<file path="config.mk">
export PLATFORM = sky130hd
export DESIGN_NAME = hazard_unit_flat
export DESIGN_NICKNAME = d
export VERILOG_FILES = /design/src/rtl/hazard_unit_if.sv /design/src/rtl/hazard_unit.sv /design/src/flat_wrapper.sv
export SDC_FILE = /design/constraint.sdc
export NUM_CORES = 1
export LEC_CHECK = 0
export CAP_MARGIN = 5
export CORE_MARGIN = 2
export CORE_UTILIZATION = 27
export DETAILED_ROUTE_END_ITERATION = 7
export PLACE_DENSITY = 0.85
export SLEW_MARGIN = 15
export SYNTH_ARGS = -nofsm -noshare
export SYNTH_HDL_FRONTEND = slang
export SYNTH_SLANG_ARGS = --single-unit
</file>
<file path="constraint.sdc">
create_clock -name clk -period 2.5 [get_ports clk]
set_clock_uncertainty 0.05 [all_clocks]
set_input_delay 0.5 -clock clk [delete_from_list [all_inputs] [get_ports clk]]
set_output_delay 0.5 -clock clk [all_outputs]
set_load 0.02 [all_outputs]
</file>
<file path="src/rtl/hazard_unit_if.sv">
// Hazard unit bus: ID/EX hazard sources in, pipeline enables/flushes out.
// master = pipeline side (drives hazard sources), slave = hazard unit.
interface hazard_unit_if;
  logic [2:0]  rs_adr_id;
  logic [2:0]  rt_adr_id;
  logic        uses_rs_id;
  logic        uses_rt_id;
  logic [2:0]  regwrite_adr_ex;
  logic        regwrite_ex;
  logic [1:0]  regwrite_dat_controll_ex;
  logic        branch_taken_ex;
  logic        is_halt_ex;
  logic        mem_busy;
  logic        restart;
  logic        en_pc;
  logic        en_ifid;
  logic        en_idex;
  logic        flush_ifid;
  logic        flush_idex;
  logic        halted;
  logic [15:0] stall_cnt;

  modport master (
    output rs_adr_id, rt_adr_id, uses_rs_id, uses_rt_id, regwrite_adr_ex,
           regwrite_ex, regwrite_dat_controll_ex, branch_taken_ex,
           is_halt_ex, mem_busy, restart,
    input  en_pc, en_ifid, en_idex, flush_ifid, flush_idex, halted, stall_cnt
  );

  modport slave (
    input  rs_adr_id, rt_adr_id, uses_rs_id, uses_rt_id, regwrite_adr_ex,
           regwrite_ex, regwrite_dat_controll_ex, branch_taken_ex,
           is_halt_ex, mem_busy, restart,
    output en_pc, en_ifid, en_idex, flush_ifid, flush_idex, halted, stall_cnt
  );
endinterface

</file>
<file path="src/rtl/hazard_unit.sv">
// Pipeline hazard unit: memory freeze, HALT/RESUME, branch flush, load-use stall.
// Optional macro HAZARD_STALL_CNT_EN adds a saturating 16-bit stall-cycle counter;
// without it stall_cnt is tied to zero.
module hazard_unit (
  input  logic          clk,
  input  logic          reset,   // async, active low
  hazard_unit_if.slave  hz
);

  typedef enum logic [1:0] {
    RUN    = 2'b00,
    HALT   = 2'b01,
    RESUME = 2'b10
  } state_t;

  state_t r_state;
  logic   r_halted;

  logic w_load_use;
  logic w_en_pc, w_en_ifid, w_en_idex, w_flush_ifid, w_flush_idex;

  // Load in EX whose destination is read by the instruction in ID
  assign w_load_use = hz.regwrite_ex && (hz.regwrite_dat_controll_ex == 2'b01) &&
                      ((hz.uses_rs_id && (hz.rs_adr_id == hz.regwrite_adr_ex)) ||
                       (hz.uses_rt_id && (hz.rt_adr_id == hz.regwrite_adr_ex)));

  // Enables/flushes from state and current inputs; forced quiet while in reset
  always_comb begin
    w_en_pc      = 1'b0;
    w_en_ifid    = 1'b0;
    w_en_idex    = 1'b0;
    w_flush_ifid = 1'b0;
    w_flush_idex = 1'b0;
    if (reset) begin
      case (r_state)
        RUN: begin
          if (hz.mem_busy) begin
            // full freeze, everything stays 0
          end else if (hz.is_halt_ex) begin
            // let HALT drain out of EX, kill the younger instructions
            w_en_idex    = 1'b1;
            w_flush_ifid = 1'b1;
            w_flush_idex = 1'b1;
          end else if (hz.branch_taken_ex) begin
            w_en_pc      = 1'b1;
            w_en_ifid    = 1'b1;
            w_en_idex    = 1'b1;
            w_flush_ifid = 1'b1;
            w_flush_idex = 1'b1;
          end else if (w_load_use) begin
            // hold PC and IF/ID, push a single bubble into ID/EX
            w_en_idex    = 1'b1;
            w_flush_idex = 1'b1;
          end else begin
            w_en_pc      = 1'b1;
            w_en_ifid    = 1'b1;
            w_en_idex    = 1'b1;
          end
        end
        HALT: begin
          // frozen, only restart/reset matter
        end
        RESUME: begin
          w_en_pc      = 1'b1;
          w_en_ifid    = 1'b1;
          w_en_idex    = 1'b1;
          w_flush_ifid = 1'b1;
          w_flush_idex = 1'b1;
        end
        default: begin
          // unreachable encodings: stay quiet, FSM recovers to RUN
        end
      endcase
    end
  end

  // State register; halted is registered alongside it
  always_ff @(posedge clk or negedge reset) begin
    if (!reset) begin
      r_state  <= RUN;
      r_halted <= 1'b0;
    end else begin
      case (r_state)
        RUN: begin
          if (!hz.mem_busy && hz.is_halt_ex) begin
            r_state  <= HALT;
            r_halted <= 1'b1;
          end else begin
            r_state  <= RUN;
            r_halted <= 1'b0;
          end
        end
        HALT: begin
          if (hz.restart) begin
            r_state  <= RESUME;
            r_halted <= 1'b0;
          end else begin
            r_state  <= HALT;
            r_halted <= 1'b1;
          end
        end
        RESUME: begin
          r_state  <= RUN;
          r_halted <= 1'b0;
        end
        default: begin
          r_state  <= RUN;
          r_halted <= 1'b0;
        end
      endcase
    end
  end

`ifdef HAZARD_STALL_CNT_EN
  logic        w_stall;
  logic [15:0] r_stall_cnt;

  assign w_stall = !w_en_pc && (r_state != HALT);

  // Saturating count of stall cycles (PC held outside HALT)
  always_ff @(posedge clk or negedge reset) begin
    if (!reset)                                   r_stall_cnt <= 16'h0000;
    else if (w_stall && (r_stall_cnt != 16'hFFFF)) r_stall_cnt <= r_stall_cnt + 16'h0001;
  end

  assign hz.stall_cnt = r_stall_cnt;
`else
  assign hz.stall_cnt = 16'h0000;
`endif

  assign hz.en_pc      = w_en_pc;
  assign hz.en_ifid    = w_en_ifid;
  assign hz.en_idex    = w_en_idex;
  assign hz.flush_ifid = w_flush_ifid;
  assign hz.flush_idex = w_flush_idex;
  assign hz.halted     = r_halted;

endmodule

</file>
<file path="src/flat_wrapper.sv">
// flat-port wrapper written by rule: the top's interface ports become plain ports
module hazard_unit_flat 
  (clk, reset, hz_rs_adr_id, hz_rt_adr_id, hz_uses_rs_id, hz_uses_rt_id, hz_regwrite_adr_ex, hz_regwrite_ex, hz_regwrite_dat_controll_ex, hz_branch_taken_ex, hz_is_halt_ex, hz_mem_busy, hz_restart, hz_en_pc, hz_en_ifid, hz_en_idex, hz_flush_ifid, hz_flush_idex, hz_halted, hz_stall_cnt);
  hazard_unit_if hz_i ();
  input  logic clk;
  input  logic reset;
  input wire logic [$bits(hz_i.rs_adr_id)-1:0] hz_rs_adr_id;
  input wire logic [$bits(hz_i.rt_adr_id)-1:0] hz_rt_adr_id;
  input wire logic [$bits(hz_i.uses_rs_id)-1:0] hz_uses_rs_id;
  input wire logic [$bits(hz_i.uses_rt_id)-1:0] hz_uses_rt_id;
  input wire logic [$bits(hz_i.regwrite_adr_ex)-1:0] hz_regwrite_adr_ex;
  input wire logic [$bits(hz_i.regwrite_ex)-1:0] hz_regwrite_ex;
  input wire logic [$bits(hz_i.regwrite_dat_controll_ex)-1:0] hz_regwrite_dat_controll_ex;
  input wire logic [$bits(hz_i.branch_taken_ex)-1:0] hz_branch_taken_ex;
  input wire logic [$bits(hz_i.is_halt_ex)-1:0] hz_is_halt_ex;
  input wire logic [$bits(hz_i.mem_busy)-1:0] hz_mem_busy;
  input wire logic [$bits(hz_i.restart)-1:0] hz_restart;
  output wire logic [$bits(hz_i.en_pc)-1:0] hz_en_pc;
  output wire logic [$bits(hz_i.en_ifid)-1:0] hz_en_ifid;
  output wire logic [$bits(hz_i.en_idex)-1:0] hz_en_idex;
  output wire logic [$bits(hz_i.flush_ifid)-1:0] hz_flush_ifid;
  output wire logic [$bits(hz_i.flush_idex)-1:0] hz_flush_idex;
  output wire logic [$bits(hz_i.halted)-1:0] hz_halted;
  output wire logic [$bits(hz_i.stall_cnt)-1:0] hz_stall_cnt;
  assign hz_i.rs_adr_id = hz_rs_adr_id;
  assign hz_i.rt_adr_id = hz_rt_adr_id;
  assign hz_i.uses_rs_id = hz_uses_rs_id;
  assign hz_i.uses_rt_id = hz_uses_rt_id;
  assign hz_i.regwrite_adr_ex = hz_regwrite_adr_ex;
  assign hz_i.regwrite_ex = hz_regwrite_ex;
  assign hz_i.regwrite_dat_controll_ex = hz_regwrite_dat_controll_ex;
  assign hz_i.branch_taken_ex = hz_branch_taken_ex;
  assign hz_i.is_halt_ex = hz_is_halt_ex;
  assign hz_i.mem_busy = hz_mem_busy;
  assign hz_i.restart = hz_restart;
  assign hz_en_pc = hz_i.en_pc;
  assign hz_en_ifid = hz_i.en_ifid;
  assign hz_en_idex = hz_i.en_idex;
  assign hz_flush_ifid = hz_i.flush_ifid;
  assign hz_flush_idex = hz_i.flush_idex;
  assign hz_halted = hz_i.halted;
  assign hz_stall_cnt = hz_i.stall_cnt;
  hazard_unit u_core (.clk(clk), .reset(reset), .hz(hz_i));
endmodule
</file>
==> flow_metrics.env <==
export IMPL_cts_sinks=2
export IMPL_async_flop_share_pct=100
export IMPL_clk_pin_slew_worst_paths_ns=0.03
export IMPL_hold_class="reg -> reg"
export IMPL_fmax_ghz=0.415
export IMPL_via_per_inst=3.98
export IMPL_fin_crit_sh_pct=96.3
export IMPL_synth_edf_count=0
export IMPL_place_congestion=0.700
export IMPL_syn_area_per_cell_sq_um=7.62
export IMPL_grt_overflow=0
export IMPL_synth_area_leaders="buf_4 (36%), xnor2_1 (15%), dfrtp_1 (14%), a21oi_1 (4.3%), a211oi_2 (3.6%)"
export IMPL_grt_max_degree=6
export IMPL_critPathLaunchType="input port"
export IMPL_cts_buffers=3
export IMPL_peakVddDrop_mv=0.242
export IMPL_synth_area_sq_um=350
export IMPL_clk_latency_ns=0.22
export IMPL_endpoint_kind="output port"
export IMPL_powerDensity_mw_per_mm2=378
export IMPL_grt_pass1_wl_mm=1.15
export IMPL_worst_r2r_cell_count=3
export IMPL_first_iter_violations=2
export IMPL_die_y_um=40.0
export IMPL_num_rows=12
export IMPL_min_path_cells=1
export IMPL_post_route_util_pct=50.8
export IMPL_cts_tree="yes"
export IMPL_synth_top_area_share_pct=36.4
export IMPL_htreeDepth=1
export IMPL_ys_top_cells_by_count="buf_4 (17), xnor2_1 (6), a21oi_1 (3), nor2_1 (3)"
export IMPL_drc=0
export IMPL_place_ws_ns=-0.208
export IMPL_timing_final_ws_setup_ns=0.0918
export IMPL_synthFlopType="dfrtp_1"
export IMPL_maxSlewViolCount=0
export IMPL_port_buffers=25
export IMPL_hold_buffers=0
export IMPL_dp_hpwl_um=719
export IMPL_cts_setup_buffers=0
export IMPL_cap_violations=0
export IMPL_diodes=0
export IMPL_ys_warn_count=0
export IMPL_cts_path_max_buffers=2
export IMPL_drtAntennaViolNets=0
export IMPL_ys_seq_elements=2
export IMPL_final_nets=97
export IMPL_finalSetupTns_ns=0
export IMPL_drt_wirelength_per_cell_um=8.88
export IMPL_p_leak_nw=0.281
export IMPL_die_area_sq_mm=0.00160
export IMPL_num_vias=354
export IMPL_ioPinCount=42
export IMPL_antenna_found_initial=0
export IMPL_status="completed"
export IMPL_root_buffer="clkbuf_4"
export IMPL_rsz0062_at_grt="false"
export IMPL_seq_area_frac_synth_pct=14.3
export IMPL_power_w=0.000222
export IMPL_finalSetupViolations=0
export IMPL_first_pass_iters=4
export IMPL_syn_instance_count=46
export IMPL_synth_most_common_cell="buf_4"
export IMPL_wl_um=790
export IMPL_yosys_area_top_type="buf_4"
export IMPL_yosys_cell_types_count=17
export IMPL_coreArea_sq_mm=0.00116
export IMPL_worstPathArrival_ns=1.86
export IMPL_start_util_pct=30.3
export IMPL_hold_violations=0
export IMPL_die_x_um=40.0
export IMPL_worstSetupPathType="in -> out"
export IMPL_cp_max_fo=4
export IMPL_worstPathRequired_ns=1.95
export IMPL_grt_pass1_vias=308
export IMPL_drive_gt1_share_pct=10.7
export IMPL_final_min_clock_period_ns=2.41
export IMPL_grt_use_total_pct=11.0
export IMPL_area_growth_pct=67.5
==> timing repair <==
item,4_1_cts,5_1_grt
setup endpoints to repair,4,0
hold endpoints to repair,0,0
gates resized for setup,4,0
==> state kept, by name, indices dropped and copies added, names as in the netlist <==
register,cells
u_core.r_state,1
u_core.hz.halted,1
==> layout make-up <==
cell class,count,area [sq um]
timing repair buffer,28,268
inverter,2,7.51
fill,117,569
tap,14,17.5
clock buffer,3,22.5
multi-input combinational,40,221
sequential,2,50.0
==> cells in the final DEF, fill, tap and decap left out <==
cell type / count
clkdlybuf4s50_1: 21
conb_1: 16
xnor2_1: 6
dlygate4sd2_1: 4
a21oi_1: 3
nor2_1: 3
clkbuf_4: 3
buf_4: 3
inv_1: 2
nand4_1: 2
nor3_1: 2
dfrtp_1: 2
nor3b_1: 1
and3_1: 1
nand2_1: 1
nand2b_1: 1
nand3b_1: 1
o21bai_1: 1
a21o_2: 1
a211oi_2: 1
==> path summary, 6_finish.rpt <==
| check | startpoint | end | slack (ns) |
|---|---|---|---|
| setup reg to reg | u_core.hz.halted | u_core.hz.halted | 1.62 |
| hold / removal | u_core.r_state[1] | u_core.hz.halted | 0.44 |
| setup / recovery | reset | hz_en_idex | 0.09 |
| hold reg to reg | u_core.r_state[1] | u_core.hz.halted | 0.44 |
| min in group asynchronous | reset | u_core.hz.halted | 0.52 |
| max in group asynchronous | reset | u_core.r_state[1] | 1.79 |
==> layer usage <==
metal / vias to the layer above / global-route usage, % / part of all wire [%]
met5: - / 0 / 0
met4: 0 / 7.76 / 0
met3: 0 / 2.78 / 12
met2: 21 / 22.2 / 56
met1: 155 / 8.91 / 31
li1: 178 / - / -
==> worst max-delay path, cell delays in order <==
cell	delay [ns]
clkdlybuf4s50_1	0.48
nand2b_1	0.12
a21oi_1	0.14
clkdlybuf4s50_1	0.62
==> per-stage QoR <==
step,cell area [sq um],instances,hold slack [ns]
after detailed placement,569,86,0.435
final,587,89,0.435
after global placement,569,86,0.429
after global routing,587,89,0.466
after CTS,587,89,0.440
after floorplan,407,61,0.154
==> kinds of logic (layout without fill, tap and decap cells) <==
| logic type | after synthesis | count (layout) | share of synthesized area (%) |
|---|---|---|---|
| flops | 2 | 2 | 14.3 |
| other cells | 1 | 16 | 1.07 |
| simple gates | 12 | 12 | 18.6 |
| buf+inv | 19 | 33 | 38.6 |
| xor+xnor | 6 | 6 | 15.0 |
| compound gates | 6 | 6 | 12.5 |
==> where the power goes <==
part,leakage (nW),switching [W],internal [W]
registers,0.0264,0.00000391,0.0000362
logic,0.241,0.0000574,0.0000547
clock network,0.0138,0.0000168,0.0000528
total,0.281,0.0000781,0.000144
Power figures use the tool's default switching activity.
